===== config.mk =====
export PLATFORM = sky130hd
export DESIGN_NAME = axi_w_channel_slave_no_burst
export DESIGN_NICKNAME = d
export VERILOG_FILES = /design/src/rtl/axi_w_channel_slave_no_burst.sv
export SDC_FILE = /design/constraint.sdc
export NUM_CORES = 1
export LEC_CHECK = 0
export BUFFER_PORTS_ARGS = -buffer_cell sky130_fd_sc_hd__buf_4
export CAP_MARGIN = 20
export CORE_ASPECT_RATIO = 1.2
export CORE_MARGIN = 8
export CORE_UTILIZATION = 50
export CTS_CLUSTER_SIZE = 10
export DETAILED_ROUTE_END_ITERATION = 10
export PLACE_DENSITY = 0.8
export SLEW_MARGIN = 15
export SYNTH_ARGS = -nofsm -noshare
export SYNTH_HDL_FRONTEND = slang
export SYNTH_SLANG_ARGS = --single-unit

===== constraint.sdc =====
create_clock -name ACLK -period 3.3 [get_ports ACLK]
set_input_delay 0.165 -clock ACLK [delete_from_list [all_inputs] [get_ports ACLK]]
set_output_delay 0.165 -clock ACLK [all_outputs]
set_load 0.05 [all_outputs]

===== src/rtl/axi_w_channel_slave_no_burst.sv =====
// Single-beat AXI write slave: captures AW and W in either order, issues one SRAM write, then a B response.
// Optional macro AXI_SLAVE_PROTOCOL_CHECK_EN turns malformed requests into SLVERR with the SRAM write suppressed.
`ifndef AXI_DATA_WIDTH
`define AXI_DATA_WIDTH 32
`endif
`ifndef AXI_ADDR_WIDTH
`define AXI_ADDR_WIDTH 32
`endif
`ifndef AXI_ID_WIDTH
`define AXI_ID_WIDTH 4
`endif

module axi_w_channel_slave_no_burst #(
   parameter int DATA_WIDTH = `AXI_DATA_WIDTH,
   parameter int ADDR_WIDTH = `AXI_ADDR_WIDTH,
   parameter int ID_WIDTH   = `AXI_ID_WIDTH,
   parameter int STRB_WIDTH = DATA_WIDTH / 8
) (
   input  logic                  ACLK,
   input  logic                  ARESETn,
   input  logic [ADDR_WIDTH-1:0] AWADDR,
   input  logic [3:0]            AWLEN,
   input  logic [2:0]            AWSIZE,
   input  logic [1:0]            AWBURST,
   input  logic [ID_WIDTH-1:0]   AWID,
   input  logic                  AWVALID,
   output logic                  AWREADY,
   input  logic [DATA_WIDTH-1:0] WDATA,
   input  logic [STRB_WIDTH-1:0] WSTRB,
   input  logic                  WLAST,
   input  logic [ID_WIDTH-1:0]   WID,
   input  logic                  WVALID,
   output logic                  WREADY,
   output logic [1:0]            BRESP,
   output logic [ID_WIDTH-1:0]   BID,
   output logic                  BVALID,
   input  logic                  BREADY,
   output logic                  ram_wen,
   output logic [ADDR_WIDTH-1:0] ram_addr,
   output logic [DATA_WIDTH-1:0] ram_wdata,
   output logic [STRB_WIDTH-1:0] ram_wmask,
   output logic                  busy
);

   typedef enum logic [2:0] {
      IDLE  = 3'b001,
      WRITE = 3'b010,
      RESP  = 3'b100
   } state_t;

   state_t state, next_state;

   logic                  aw_got, w_got;
   logic [ADDR_WIDTH-1:0] aw_addr_q;
   logic [3:0]            aw_len_q;
   logic [2:0]            aw_size_q;
   logic [ID_WIDTH-1:0]   aw_id_q;
   logic [DATA_WIDTH-1:0] w_data_q;
   logic [STRB_WIDTH-1:0] w_strb_q;
   logic                  w_last_q;
   logic [ID_WIDTH-1:0]   w_id_q;
   logic [1:0]            bresp_q;

   logic                  aw_hs, w_hs, go, prot_err;
   logic [ADDR_WIDTH-1:0] addr_e;
   logic [3:0]            len_e;
   logic [2:0]            size_e;
   logic [ID_WIDTH-1:0]   id_e, wid_e;
   logic [DATA_WIDTH-1:0] data_e;
   logic [STRB_WIDTH-1:0] strb_e;
   logic                  last_e;
   logic                  unused_sig;

   // NOTE: readies are gated by ARESETn so they drop the instant reset asserts, not at the next edge.
   assign AWREADY = ARESETn && (state == IDLE) && !aw_got;
   assign WREADY  = ARESETn && (state == IDLE) && !w_got;
   assign aw_hs   = AWVALID && AWREADY;
   assign w_hs    = WVALID && WREADY;
   assign go      = (state == IDLE) && (aw_got || aw_hs) && (w_got || w_hs);

   // The completing handshake may be this cycle, so take each field from the bus if not yet captured.
   assign addr_e = aw_got ? aw_addr_q : AWADDR;
   assign len_e  = aw_got ? aw_len_q  : AWLEN;
   assign size_e = aw_got ? aw_size_q : AWSIZE;
   assign id_e   = aw_got ? aw_id_q   : AWID;
   assign data_e = w_got  ? w_data_q  : WDATA;
   assign strb_e = w_got  ? w_strb_q  : WSTRB;
   assign last_e = w_got  ? w_last_q  : WLAST;
   assign wid_e  = w_got  ? w_id_q    : WID;

`ifdef AXI_SLAVE_PROTOCOL_CHECK_EN
   assign prot_err   = (len_e != 4'd0) || (size_e > 3'b010) || !last_e || (wid_e != id_e);
   assign unused_sig = ^AWBURST;
`else
   assign prot_err   = 1'b0;
   assign unused_sig = ^{AWBURST, len_e, size_e, last_e, wid_e};
`endif

   always_ff @(posedge ACLK or negedge ARESETn) begin
      if (!ARESETn) state <= IDLE;
      else          state <= next_state;
   end

   always_comb begin
      next_state = state;
      unique case (state)
         IDLE:    if (go) next_state = WRITE;
         WRITE:   next_state = RESP;
         RESP:    if (BREADY) next_state = IDLE;
         default: next_state = IDLE;
      endcase
   end

   // NOTE: sequential state uses non-blocking assignments only so every register samples pre-edge values.
   always_ff @(posedge ACLK or negedge ARESETn) begin
      if (!ARESETn) begin
         aw_got    <= 1'b0;
         w_got     <= 1'b0;
         aw_addr_q <= '0;
         aw_len_q  <= '0;
         aw_size_q <= '0;
         aw_id_q   <= '0;
         w_data_q  <= '0;
         w_strb_q  <= '0;
         w_last_q  <= 1'b0;
         w_id_q    <= '0;
         bresp_q   <= 2'b00;
         ram_wen   <= 1'b0;
         ram_addr  <= '0;
         ram_wdata <= '0;
         ram_wmask <= '0;
      end else begin
         if (aw_hs) begin
            aw_got    <= 1'b1;
            aw_addr_q <= AWADDR;
            aw_len_q  <= AWLEN;
            aw_size_q <= AWSIZE;
            aw_id_q   <= AWID;
         end
         if (w_hs) begin
            w_got    <= 1'b1;
            w_data_q <= WDATA;
            w_strb_q <= WSTRB;
            w_last_q <= WLAST;
            w_id_q   <= WID;
         end
         if ((state == RESP) && BREADY) begin
            aw_got <= 1'b0;
            w_got  <= 1'b0;
         end
         ram_wen <= go && !prot_err;
         if (go && !prot_err) begin
            ram_addr  <= addr_e;
            ram_wdata <= data_e;
            ram_wmask <= strb_e;
         end
         if (go) bresp_q <= prot_err ? 2'b10 : 2'b00;
      end
   end

   assign BVALID = (state == RESP);
   assign BID    = aw_id_q;
   assign BRESP  = bresp_q;
   assign busy   = (state != IDLE) || aw_got || w_got;

endmodule


==> results.sh, run 1 <==
export IMPL_grt_ovfl_total=0
export IMPL_ys_ff_latch=146
export IMPL_ctsRootBufferMaster="clkbuf_16"
export IMPL_p_per_area_nw_per_um2=1150
export IMPL_worstPathCellList="or3b_1, nor3_4, buf_4, mux2_2"
export IMPL_clock_sinks=146
export IMPL_io_pins=170
export IMPL_synth_area_per_cell_um2=15.9
export IMPL_via_count=4075
export IMPL_core_area_um2=12600
export IMPL_cp_arrival_ps=2730
export IMPL_peakVddDrop_mv=0.732
export IMPL_wirelength_mm=14.9
export IMPL_seq_area_frac_synth_pct=57.4
export IMPL_setup_viol=0
export IMPL_end_kind="flop"
export IMPL_criticalPathCategory="reg -> reg"
export IMPL_utilization_pct=70.3
export IMPL_dieArea_um2=16600
export IMPL_grt_total_usage_pct=18.5
export IMPL_routed_via_density=5.11
export IMPL_synth_cell_types=20
export IMPL_post_cts_buffers=0
export IMPL_start_kind="flop"
export IMPL_fillers=810
export IMPL_numCtsBuffers=17
export IMPL_hold_viol=0
export IMPL_status="complete, no violations"
export IMPL_wl_per_cell_um=18.7
export IMPL_relSlewSlack_pct=51.8
export IMPL_multiInputGateArea_um2=2500
export IMPL_register_area_um2=3660
export IMPL_skew_ps=9.86
export IMPL_drcViolationCount=0
export IMPL_clock_path_buffers=2
export IMPL_grt_max_degree=58
export IMPL_final_min_clock_period_ps=2450
export IMPL_dp_hpwl_mm=9.70
export IMPL_slowest_delay_ps=560
export IMPL_ant_nets=0
export IMPL_grt_first_pass_wirelength_mm=24.7
export IMPL_syn_to_final_growth_pct=38.7
export IMPL_critPathMaxFanout=44
export IMPL_drt_first_pass_iters=4
export IMPL_power_leakage_nw=4.06
export IMPL_ctsHoldBuffers=55
export IMPL_yosys_warnings=0
export IMPL_cts_resized=0
export IMPL_clk_latency_ps=410
export IMPL_clk_pin_slew_ps=60
export IMPL_die_w_um=119
export IMPL_drt_iter0_drc=168
export IMPL_cp_required_ps=3580
export IMPL_routabilityCongestion=0.716
export IMPL_dieHeight_um=140
export IMPL_fin_crit_sh_pct=74.3
export IMPL_grt_pass1_vias=4731
export IMPL_layout_nets=710
export IMPL_hold_class="in -> reg"
export IMPL_drive_gt1_share_pct=63.0
export IMPL_io_buffers=153
export IMPL_num_rows=45
export IMPL_cts_tree="built"
export IMPL_fmax_ghz=0.408
export IMPL_crit_slowest_cell="or3b_1"
export IMPL_rsz0062_at_grt="false"
export IMPL_htreeDepth=4
export IMPL_netlist_area_um2=6360
export IMPL_worst_slew_pin_slew_ps=722
export IMPL_antenna_found_initial=1
export IMPL_start_util_pct=50.7
export IMPL_fin_tns_setup_ps=0
export IMPL_cap_violations=0
export IMPL_drv_slew=0
export IMPL_postSynthCellCount=400
==> sequential cells by signal, summed over array words and instances (netlist names) <==
| register | count |
|---|---|
| ram_wmask | 4 |
| w_data_q | 32 |
| ram_wdata | 32 |
| state | 3 |
| BID | 4 |
| ram_addr | 32 |
| w_got | 1 |
| aw_addr_q | 32 |
| ram_wen | 1 |
| w_strb_q | 4 |
| aw_got | 1 |
==> Yosys cell counts (all sizes together) <==
master,instances,share of area (%)
a21oi,3,0.24
dfstp,1,0.41
or3,1,0.098
mux2,208,37
nor3,4,0.85
conb,1,0.059
dfrtp,145,57
nand2b,1,0.098
nor3b,3,0.35
nand2,2,0.12
or3b,2,0.28
clkbuf,8,0.47
buf,17,2.8
a2bb2oi,2,0.28
nor2,2,0.12
==> final cells by class <==
cell class | count | area share, %
Clock buffer | 20 | 5.18
Multi-Input combinational cell | 230 | 28.4
Clock inverter | 12 | 1.79
Antenna cell | 1 | 0.0284
Timing Repair Buffer | 224 | 20.9
Tap cell | 164 | 2.33
Sequential cell | 146 | 41.4
==> power by group <==
group	switching [mW]	internal, mW
logic	2.79	2.22
clock network	0.728	1.23
registers	0.494	2.70
==> placed cells by master, fill, tap and decap left out <==
cell type,count
diode_2,1
dlygate4sd3_1,62
buf_4,161
a2bb2oi_1,2
buf_6,1
clkinv_4,4
clkinv_2,2
dfrtp_1,144
nor3_1,1
dfstp_2,1
clkinvlp_4,3
a21oi_1,3
mux2_2,199
mux2_1,9
nor3_4,3
or3b_1,1
nor3b_1,3
clkbuf_8,2
or3b_2,1
conb_1,2
nand2_1,2
clkbuf_16,17
clkbuf_1,1
nand2b_1,1
dfrtp_2,1
or3_1,1
nor2_1,2
bufinv_16,3
==> metal layers <==
| layer | wire length, µm | global-route usage [%] | vias to the layer above |
|---|---|---|---|
| met5 | 0 | 0 | - |
| met4 | 161 | 5.40 | 0 |
| met3 | 1160 | 7.61 | 17 |
| met2 | 7700 | 31.0 | 120 |
| met1 | 5900 | 21.2 | 2059 |
| li1 | - | - | 1879 |
==> worst max-delay path, delay by kind of cell, from the launching register on <==
| family | cells | cell delay [ps] |
|---|---|---|
| buffers and inverters | 1 | 530 |
| muxes | 1 | 410 |
| and+or+nand+nor | 2 | 820 |
| DFF | 1 | 540 |
==> final timing paths <==
check | from | endpoint | slack (ps) | cells after the start
hold reg to reg | aw_addr_q[5] | aw_addr_q[5] | 490 | 1
min in group asynchronous | ARESETn | w_data_q[10] | 260 | 2
hold / removal | WDATA[7] | w_data_q[7] | 20 | 2
max in group asynchronous | ARESETn | ram_addr[13] | 1350 | 4
setup reg to reg | state[0] | ram_wmask[2] | 850 | 4
setup / recovery | state[0] | ram_wmask[2] | 850 | 4
==> cells by family after synthesis <==
group	synth area share, %
other	0.0589
AO/OA/AOI/OAI	0.511
flip-flops	57.4
buffers and inverters	3.26
AND/OR/NAND/NOR	1.91
multiplexers	36.8
==> per-stage QoR <==
stage	instances	cell area, µm²	total power, mW	hold slack, ps	setup WS (ps)
floorplan	401	6370	6.93	-131	947
global placement	702	7580	7.98	109	894
detailed placement	702	7580	8.20	118	846
CTS	789	8750	10.2	0.571	832
global route	797	8820	10.7	0.0375	737
finish	797	8820	10.2	17.1	848
(Power assumes the default switching activity.)
==> inputs of run 2 (changes only) <==
--- a/config.mk
+++ b/config.mk
@@ -9,10 +9,10 @@
 export CAP_MARGIN = 20
 export CORE_ASPECT_RATIO = 1.2
 export CORE_MARGIN = 8
-export CORE_UTILIZATION = 50
+export CORE_UTILIZATION = 48
 export CTS_CLUSTER_SIZE = 10
 export DETAILED_ROUTE_END_ITERATION = 10
-export PLACE_DENSITY = 0.8
+export PLACE_DENSITY = 0.81
 export SLEW_MARGIN = 15
 export SYNTH_ARGS = -nofsm -noshare
 export SYNTH_HDL_FRONTEND = slang
==> constraint.sdc (replaced) <==
create_clock -name ACLK -period 2.2 [get_ports ACLK]
set_input_delay 0.11 -clock ACLK [delete_from_list [all_inputs] [get_ports ACLK]]
set_output_delay 0.11 -clock ACLK [all_outputs]
set_load 0.05 [all_outputs]
==> results.sh, run 2 (synthesis gave the netlist of run 1 again) <==
export IMPL_peakVddDrop_mv=1.18
export IMPL_routed_top_layer="met4"
export IMPL_drt_iter0_drc=194
export IMPL_drcViolationCount=0
export IMPL_via_count=4185
export IMPL_final_min_clock_period_ps=2120
export IMPL_skew_ps=7.20
export IMPL_fillers=879
export IMPL_clock_sinks=146
export IMPL_setup_viol=0
export IMPL_fin_crit_sh_pct=96.4
export IMPL_grt_total_usage_pct=18.0
export IMPL_setup_ws_ps=78.7
export IMPL_hold_viol=0
export IMPL_num_rows=46
export IMPL_power_total_mw=15.2
export IMPL_layout_nets=726
export IMPL_antenna_cells=0
export IMPL_critPathMaxFanout=5
export IMPL_grt_pass1_vias=4789
export IMPL_final_cell_mix="mux2_2 (199), buf_4 (158), dfrtp_1 (144)"
export IMPL_core_area_um2=13100
export IMPL_mostFrequentLayoutCell="mux2_2"
export IMPL_fmax_ghz=0.471
export IMPL_wl_per_cell_um=18.3
export IMPL_clk_latency_ps=400
export IMPL_ctsRootBufferMaster="clkbuf_16"
export IMPL_dieHeight_um=142
export IMPL_status="complete, no violations"
export IMPL_worst_slew_pin_slew_ps=660
export IMPL_clock_path_buffers=2
export IMPL_wl_met1_mm=5.77
export IMPL_dp_hpwl_mm=9.72
export IMPL_ant_nets=0
export IMPL_io_buffers=153
export IMPL_multiInputGateArea_um2=2510
export IMPL_grt_ovfl_total=0
export IMPL_grt_max_degree=54
export IMPL_power_leakage_nw=4.13
export IMPL_routabilityCongestion=0.705
export IMPL_rsz0062_at_grt="false"
export IMPL_hold_class="in -> async"
export IMPL_placed_area_um2=7670
export IMPL_timing_hold_ws_ps=88.5
export IMPL_routed_via_density=5.13
export IMPL_io_pins=170
export IMPL_dpl_worst_slack_ps=34.4
export IMPL_htreeDepth=4
export IMPL_dieArea_um2=17200
export IMPL_wl_met3_mm=1.28
export IMPL_cts_tree="built"
export IMPL_numCtsBuffers=17
export IMPL_end_kind="primary output"
export IMPL_drive_gt1_share_pct=62.3
export IMPL_start_kind="flop"
export IMPL_antenna_found_initial=0
export IMPL_cp_required_ps=2090
export IMPL_wl_met2_mm=7.73
export IMPL_syn_to_final_growth_pct=41.5
export IMPL_wirelength_mm=14.9
export IMPL_die_w_um=121
export IMPL_grt_first_pass_wirelength_mm=24.7
export IMPL_final_area_um2=9000
export IMPL_clk_pin_slew_ps=60
export IMPL_drv_slew=0
export IMPL_relSlewSlack_pct=56.0
export IMPL_p_per_area_nw_per_um2=1690
export IMPL_start_util_pct=48.7
export IMPL_fin_tns_setup_ps=0
export IMPL_register_area_um2=3660
export IMPL_drt_first_pass_iters=5
export IMPL_criticalPathCategory="reg -> out"
export IMPL_cap_violations=0
export IMPL_cp_arrival_ps=2010
[run 2: power breakdown]
group / internal (mW) / switching, mW / total [mW]
clock: 1.57 / 1.14 / 2.71
sequential: 4.05 / 0.732 / 4.78
combinational: 3.51 / 4.22 / 7.73
total: 9.14 / 6.09 / 15.2
[run 2: layout make-up]
type	instances	share of cell area, %
sequential	146	40.6
multi-input combinational	230	27.9
timing repair buffer	240	22.9
clock buffer	18	4.77
tap	168	2.34
clock inverter	14	1.45
[run 2: repair_timing]
action | 4_1_cts | 5_1_grt
gates resized for setup | 1 | 4
endpoints found under the setup margin | 3 | 1
hold endpoints to repair | 170 | 0
hold buffers | 74 | 0
setup buffers | 2 | 0
[run 2: final timing paths]
kind,startpoint,endpoint,slack (ps),cells after the start
setup / recovery,state[0],busy,80,4
min in group ACLK,AWVALID,state[1],90,3
max in group asynchronous,ARESETn,w_data_q[15],730,4
setup reg to reg,state[0],w_strb_q[0],120,5
hold / removal,ARESETn,w_got,90,2
hold reg to reg,ram_wmask[3],ram_wmask[3],490,1
[run 2: worst max-delay path, stage by stage (launching register included)]
cell and delay, ps:
dfstp_2 540, or3b_4 420, buf_6 150, or3_4 330, buf_8 160
[run 2: routing by layer]
metal,up-vias,global-route usage (%)
li1,1905,-
met1,2142,20.6
met2,126,30.0
met3,12,7.70
met4,0,5.07
met5,-,0
[run 2: metrics by stage]
stage	std cells	utilization (%)
after detailed placement	708	58.7
after floorplan	401	-
after global routing	816	68.9
after global placement	708	58.7
final	816	68.9
after CTS	816	68.8
